### src/rtl/wu_wr_ctrl_pkg.sv
// Shared LSTM weight-update definitions: pass geometry and write-controller state type.
// The read-side address generator imports the same constants so both ends agree on pass length.
package wu_wr_ctrl_pkg;

    localparam int WU_ADDR_WIDTH = 12;
    localparam int WU_STOP       = 2809;
    localparam int WU_ROW_LEN    = 53;

    typedef enum logic [1:0] {
        IDLE = 2'd0,
        RUN  = 2'd1,
        DONE = 2'd2
    } wu_wr_state_t;

endpackage

### src/rtl/wu_row_counter.sv
// Modulo-ROW_LEN column counter with enable and clear; tc flags the last column of a row.
module wu_row_counter
    import wu_wr_ctrl_pkg::*;
#(
    parameter int WIDTH   = WU_ADDR_WIDTH,
    parameter int ROW_LEN = WU_ROW_LEN
) (
    input  logic clk,
    input  logic rst_n,
    input  logic clr,
    input  logic en,
    output logic tc
);

    localparam logic [WIDTH-1:0] LAST_COL = WIDTH'(ROW_LEN - 1);

    logic [WIDTH-1:0] col;

    assign tc = (col == LAST_COL);

    always_ff @(posedge clk or negedge rst_n) begin
        if (!rst_n) begin
            col <= '0;
        end else if (clr) begin
            col <= '0;
        end else if (en) begin
            col <= tc ? '0 : col + WIDTH'(1);
        end
    end

endmodule

### src/rtl/wu_wr_ctrl.sv
// Weight-update write-back controller: numbers the updated-weight stream 0..STOP onto the
// weight RAM write port, flags row ends, pulses done at the end of a pass, latches protocol errors.
module wu_wr_ctrl
    import wu_wr_ctrl_pkg::*;
#(
    parameter int ADDR_WIDTH = WU_ADDR_WIDTH,
    parameter int DATA_WIDTH = 16,
    parameter int STOP       = WU_STOP,
    parameter int ROW_LEN    = WU_ROW_LEN
) (
    input  logic                  clk,
    input  logic                  rst_n,
    input  logic                  start,
    input  logic                  i_valid,
    input  logic [DATA_WIDTH-1:0] i_data,
    output logic                  o_wr_en,
    output logic [ADDR_WIDTH-1:0] o_wr_addr,
    output logic [DATA_WIDTH-1:0] o_wr_data,
    output logic                  o_row_end,
    output logic                  o_busy,
    output logic                  o_done,
    output logic                  o_err
);

    if (STOP < 0 || STOP >= (1 << ADDR_WIDTH) || ROW_LEN < 1 || ROW_LEN > STOP + 1) begin : g_cfg_check
        $error("wu_wr_ctrl: STOP must fit in ADDR_WIDTH and 1 <= ROW_LEN <= STOP+1");
    end

    localparam logic [ADDR_WIDTH-1:0] STOP_ADDR = ADDR_WIDTH'(STOP);

    wu_wr_state_t          state, state_d;
    logic [ADDR_WIDTH-1:0] addr;
    logic                  accept;
    logic                  clr;
    logic                  err_set;
    logic                  err_clr;
    logic                  at_stop;
    logic                  col_tc;

    assign at_stop = (addr == STOP_ADDR);

    wu_row_counter #(
        .WIDTH   (ADDR_WIDTH),
        .ROW_LEN (ROW_LEN)
    ) u_row_counter (
        .clk   (clk),
        .rst_n (rst_n),
        .clr   (clr),
        .en    (accept),
        .tc    (col_tc)
    );

    always_comb begin
        state_d = state;
        accept  = 1'b0;
        clr     = 1'b0;
        err_set = 1'b0;
        err_clr = 1'b0;
        unique case (state)
            IDLE: begin
                // start wins over a coincident word: the word is dropped silently
                if (start) begin
                    state_d = RUN;
                    clr     = 1'b1;
                    err_clr = 1'b1;
                end else if (i_valid) begin
                    err_set = 1'b1;
                end
            end
            RUN: begin
                err_set = start;
                if (i_valid) begin
                    accept = 1'b1;
                    if (at_stop) begin
                        state_d = DONE;
                    end
                end
            end
            DONE: begin
                err_set = start | i_valid;
                state_d = IDLE;
            end
            default: state_d = IDLE;
        endcase
    end

    // registered outputs: an accepted word reaches the RAM port one cycle after it is sampled
    always_ff @(posedge clk or negedge rst_n) begin
        if (!rst_n) begin
            state     <= IDLE;
            addr      <= '0;
            o_wr_en   <= 1'b0;
            o_wr_addr <= '0;
            o_wr_data <= '0;
            o_row_end <= 1'b0;
            o_busy    <= 1'b0;
            o_done    <= 1'b0;
            o_err     <= 1'b0;
        end else begin
            state <= state_d;
            if (clr) begin
                addr <= '0;
            end else if (accept && !at_stop) begin
                addr <= addr + ADDR_WIDTH'(1);
            end
            o_wr_en   <= accept;
            o_row_end <= accept & col_tc;
            if (accept) begin
                o_wr_addr <= addr;
                o_wr_data <= i_data;
            end
            o_busy <= (state_d != IDLE);
            o_done <= (state == DONE);
            if (err_clr) begin
                o_err <= 1'b0;
            end else if (err_set) begin
                o_err <= 1'b1;
            end
        end
    end

endmodule

### config.mk
export PLATFORM = sky130hd
export DESIGN_NAME = wu_wr_ctrl
export DESIGN_NICKNAME = d
export VERILOG_FILES = /design/src/rtl/wu_wr_ctrl_pkg.sv /design/src/rtl/wu_row_counter.sv /design/src/rtl/wu_wr_ctrl.sv
export SDC_FILE = /design/constraint.sdc
export NUM_CORES = 1
export LEC_CHECK = 0
export CORE_UTILIZATION = 45
export CTS_CLUSTER_SIZE = 16
export DETAILED_ROUTE_END_ITERATION = 10
export GPL_TIMING_DRIVEN = 0
export PLACE_DENSITY = 0.71
export SLEW_MARGIN = 20
export SYNTH_ARGS = -nofsm -noshare
export SYNTH_HDL_FRONTEND = slang
export SYNTH_SLANG_ARGS = --single-unit
### constraint.sdc
create_clock -name clk -period 2.7 [get_ports clk]
set_clock_uncertainty 0.1 [all_clocks]
set_input_delay 0.405 -clock clk [delete_from_list [all_inputs] [get_ports clk]]
set_output_delay 0.405 -clock clk [all_outputs]
set_load 0.02 [all_outputs]
* Word level (Yosys, flattened, before mapping)
Index checks and enable logic that the tools add are counted.
W data, S select, Z words.
** Storage, ports and cells
- Flip-flop bits (word level) :: 59
- Bits of input ports :: 20
- Output and inout port bits :: 33
- Logic and storage cells :: 42
** Operators by class
- Add/subtract/negate cells :: 2
- Equality and inequality tests :: 4
- Muxes and demuxes :: 17
- Bitwise gates (word level) :: 2
- Reduce and logical (&&, ||, !) cells :: 7
** Operators with widths (number)
- $mux W12 :: 5
- $add A12 B1 Y12 const B :: 2
- $eq A12 B12 Y1 const B :: 1
- $eq A12 B6 Y1 const B :: 1
- $reduce_bool A2 Y1 :: 4
- $mux W1 :: 7
- $mux W2 :: 3
- $pmux W2 S2 :: 1
- $pmux W1 S3 :: 1
- $eq A2 B1 Y1 const B :: 1
- $eq A2 B2 Y1 const B :: 1
- $logic_not A2 Y1 :: 1
- $and A1 B1 Y1 :: 1
- $logic_and A1 B1 Y1 :: 1
- $logic_not A1 Y1 :: 1
- $or A1 B1 Y1 :: 1

* Logic depth before layout (Yosys ltp)
- Depth in word-level cells :: 5
- Gate-level depth with buffers :: 6
- Gate-level depth less buffers :: 6

* Modules after synthesis
A second synthesis with hierarchy kept.
** Second synthesis, totals
- Cell total of the unflattened synthesis :: 285
- Area, all modules :: 2795.2 um2
** By module, submodules not included
- wu_wr_ctrl :: times used 1, cells each 206, area an instance 2013.2 um2, seq. area each 1176.1 um2
- wu_row_counter :: times used 1, cells each 79, area an instance 782.0 um2, seq. area each 300.3 um2

* Least setup slack after synthesis
OpenSTA, ideal clock, no wires.
- Kind :: reg2reg
- Start :: register state[1]
- End :: register addr[10]
- Library setup time :: 0.136 ns
- Data arrival time :: 1.541 ns
- Data required time :: 2.464 ns
- Path slack :: 0.923 ns
- Cell stages (with the launch flop) :: 6
- Path buffers :: 1
- Clock period less this slack :: 1.777 ns
- Cell sequence :: dfrtp_1 or3b_1 buf_6 a2111oi_4 a31o_2 a21oi_1
** Between the ends
- Word-level cells in the longest chain between the ends :: 4
- Elaborated cells between the ends (all ways) :: 7
- Those cells by class :: 1 x eq/ne; 3 x mux; 3 x reduce/logical
** Ends and longest elaborated chain
- from (decl) :: line wu_wr_ctrl.sv:31 : wu_wr_state_t state, state_d;
- from (signal assigned) :: line wu_wr_ctrl.sv:100 : state <= state_d;
- $eq A2 B1 Y1 :: line wu_wr_ctrl.sv:59 : unique case (state)
- $mux W1 :: line wu_wr_ctrl.sv:59
- $logic_and A1 B1 Y1 :: line wu_wr_ctrl.sv:103 : end else if (accept && !at_stop) begin
- $reduce_bool A2 Y1 (no source line)
- to (signal assigned) :: line wu_wr_ctrl.sv:104 : addr <= addr + ADDR_WIDTH'(1);
- to (decl) :: line wu_wr_ctrl.sv:32 : logic [ADDR_WIDTH-1:0] addr;
Parallel ways exist; a longest one is shown, timed or not.
A chain may end at the register's enable or synchronous reset.

* Worst setup path after layout
- Start :: input start
- End :: register u_row_counter.col[4]
** Between the ends
- Word-level cells in the longest chain between the ends :: 3
- Elaborated cells between the ends (all ways) :: 4
- Those cells by class :: 3 x mux; 1 x reduce/logical
** Ends and longest elaborated chain
- from (decl) :: line wu_wr_ctrl.sv:13 : input logic start,
- $mux W1 * :: line wu_wr_ctrl.sv:62 : if (start) begin
- $mux W1 * :: line wu_wr_ctrl.sv:59
- $mux W12 / $reduce_bool A2 Y1 (equally long branches)
- to (signal assigned) :: line wu_row_counter.sv:27 : col <= tc ? '0 : col + WIDTH'(1);
- to (decl) :: line wu_row_counter.sv:17 : logic [WIDTH-1:0] col;
Mark *: on every way between the ends. The rest lies on a longest branch, timed or not.

==> results.yml <==
status:
  status: "complete, no violations"
cells_and_area:
  fin_cells: 421
  final_area_um2: 3470
  seq_area_um2: 1480
  multi_input_area_um2: 1090
  nNetsFinal: 368
  fillCellCount: 496
  diodes: 0
  layout_commonest_cell: "nand2_1"
  mostFrequentLayoutCells: "nand2_1 (96), dfrtp_1 (59), clkdlybuf4s50_1 (51)"
  drive_gt1_share_pct: 8.60
  syn_to_final_growth_pct: 31.1
timing:
  worst_pin_slew_ns: 0.503
  hold_viol: 0
  setup_viol: 0
  period_minus_slack_ns: 2.08
  rsz0062_at_grt: "no"
  drv_slew: 0
  tns_ns: 0
  period_share_pct: 76.9
  timing.fmax_ghz: 0.482
  relSlewSlack_pct: 66.5
clock_network:
  numCtsBuffers: 9
  hold_buffers: 1
  clk_pin_slew_worst_paths_ns: 0.06
  post_cts_buffers: 0
  htree_levels: 3
  cts_tree: "done"
  clk_latency_ns: 0.33
  clock-sinks: 59
  cts.path.max_buffers: 2
  ctsRootBufferMaster: "clkbuf_8"
  cts.repair.resized: 0
pwr:
  share_seq_of_total_power_pct: 47.0
  peakVddDrop_uv: 406
  comb_power_share_pct: 24.1
  switching_share_pct: 32.2
  power.total_mw: 2.49
  power.switching_uw: 802
  power_frac_clock_pct: 28.8
  leakage_nw: 1.58
  intPower_mw: 1.69
  power_density_nw_per_um2: 717
placement:
  portBuffers: 52
  dpl_cell_area_um2: 3290
  gp_congestion: 0.837
  dp_hpwl_um: 3840
  dp_cells: 404
detailed_routing:
  ant_nets: 0
  vias: 2182
  routedWlPerCell_um: 13.3
  first_iter_violations: 160
  drc: 0
  drt_first_pass_iters: 4
  via_per_inst: 5.18
  totalWireLength_um: 5610
synth:
  avgSynthCellArea_um2: 9.50
  synthArstFlopShare_pct: 100
  synth_ff_type: "dfrtp_1"
  syn_area_um2: 2650
  synth_sequential_area_ratio_pct: 55.7
  yosys_warnings: 0
  ys_seq_elements: 59
  syn_inst: 279
  synth_edf_count: 0
  ys_types: 46
  synthesis.nets: 303
worst_setup_path:
  critical_path.max_fanout: 10
  cp_top_family: "buffers and inverters"
  cp.depth: 7
  worstSetupEndpointType: "flip-flop"
  critPathMaxStageDelay_ns: 0.53
  startpoint: "start"
  cp_num_buf_inv: 3
  path_cells: "clkdlybuf4s50_1 -> or3b_1 -> buf_6 -> clkbuf_1 -> a21oi_1 -> xnor2_1 -> nor2_1"
  start_kind: "input port"
  crit_required_ns: 2.81
  r2r_slack_ns: 0.70
  r2r.worst_path.cells: 6
  r2r_start: "state[1]"
  crit_end: "u_row_counter.col[4]"
  critPathKind: "in -> reg"
  slowest_stage: "clkdlybuf4s50_1"
  reg2reg_to: "o_wr_addr[9]"
  worstPathArrival_ns: 2.18
die:
  initial_core_util_pct: 47.3
  die_h_um: 78.7
  core-area_um2: 5610
  num_rows: 27
  die_w_um: 78.7
  ios: 53
  die_area_um2: 6200
job:
  maxCapViolations: 0
global_route:
  first_global_vias: 2100
  antenna_found_initial: 0
  grt_pass1_wl_um: 9530
  grt.overflow.total: 0
  grt.total_usage_pct: 20.3
  grt_max_degree: 59
worst_hold_path:
  hp-class: "in -> async"
## power groups by stage
stage          logic (mW)  registers, mW  clock network (mW)
2_1_floorplan       0.286           1.24                   0
3_3_place_gp        0.584           1.18                   0
3_5_place_dp        0.606           1.19                   0
4_1_cts             0.608           1.17               0.742
5_1_grt             0.673           1.20               0.779
6_report            0.601           1.17               0.719
## Yosys cell counts (5+ instances only)
master / number / area (µm²)
nand2_1: 96 / 360
nor2_1: 22 / 82.6
dfrtp_1: 59 / 1480
inv_1: 6 / 22.5
nor4_1: 5 / 31.3
nand3_1: 9 / 45.0
a21oi_1: 7 / 35.0
xnor2_1: 8 / 70.1
o21ai_0: 5 / 25.0
## worst register-to-register path, stage by stage, from the launching register on
cell and delay (ns):
dfrtp_1 0.42, nand3b_1 0.31, inv_1 0.25, buf_2 0.27
buf_1 0.40, nand2_1 0.12, nand2_1 0.07
## routing by layer
layer,vias to the layer above,GRT usage [%],share of wire [%]
met2,36,33.2,48
li1,1062,-,-
met4,0,9.44,2.0
met1,1073,25.3,46
met5,-,0,0
met3,11,5.17,3.3
## per-stage QoR
stage	utilization [%]	setup slack [ns]	hold WS, ns
floorplan	-	0.923	0.00941
global placement	58.1	-0.749	0.358
detailed placement	58.6	0.261	0.104
CTS	62.0	0.613	0.281
global route	62.0	0.472	0.303
finish	62.0	0.624	0.298
## area by class of cell
type                       instances  area share (%)
inverter                           6           0.648
clock inverter                     5           0.792
multi-input combinational        201            31.4
clock buffer                      11            4.36
tap                               72            2.59
timing repair buffer              54            16.0
buffer                            13            1.76
sequential                        59            42.5
## worst min path at each step
stage | start | endpoint | slack (ns)
after detailed placement | rst_n | o_wr_data[9] | 0.10
after CTS | rst_n | o_wr_data[9] | 0.28
after global routing | rst_n | o_wr_data[9] | 0.30
final | rst_n | o_wr_data[9] | 0.30
after global placement | o_wr_addr[6] | o_wr_addr[6] | 0.36
after floorplan | rst_n | addr[0] | 0.009
## cell families (layout without fill, tap and decap cells)
logic type                 Yosys count  in the layout  share of synthesized area, %
muxes                                4              4                          1.61
buffers and inverters               19             89                          3.16
adders and majority gates            4              4                          1.89
xor gates and xnor gates            10             10                          3.31
AOI/OAI and AO/OA                   35             35                          10.3
and+or+nand+nor                    148            148                          24.0
DFF                                 59             59                          55.7
## flip-flops by register name (all words and copies together), names as in the netlist
signal	count
o_err	1
u_row_counter.col	12
state	2
o_row_end	1
o_done	1
o_wr_addr	12
o_wr_en	1
o_busy	1
o_wr_data	16
addr	12
No activity file was read; power rests on OpenSTA's default activity.
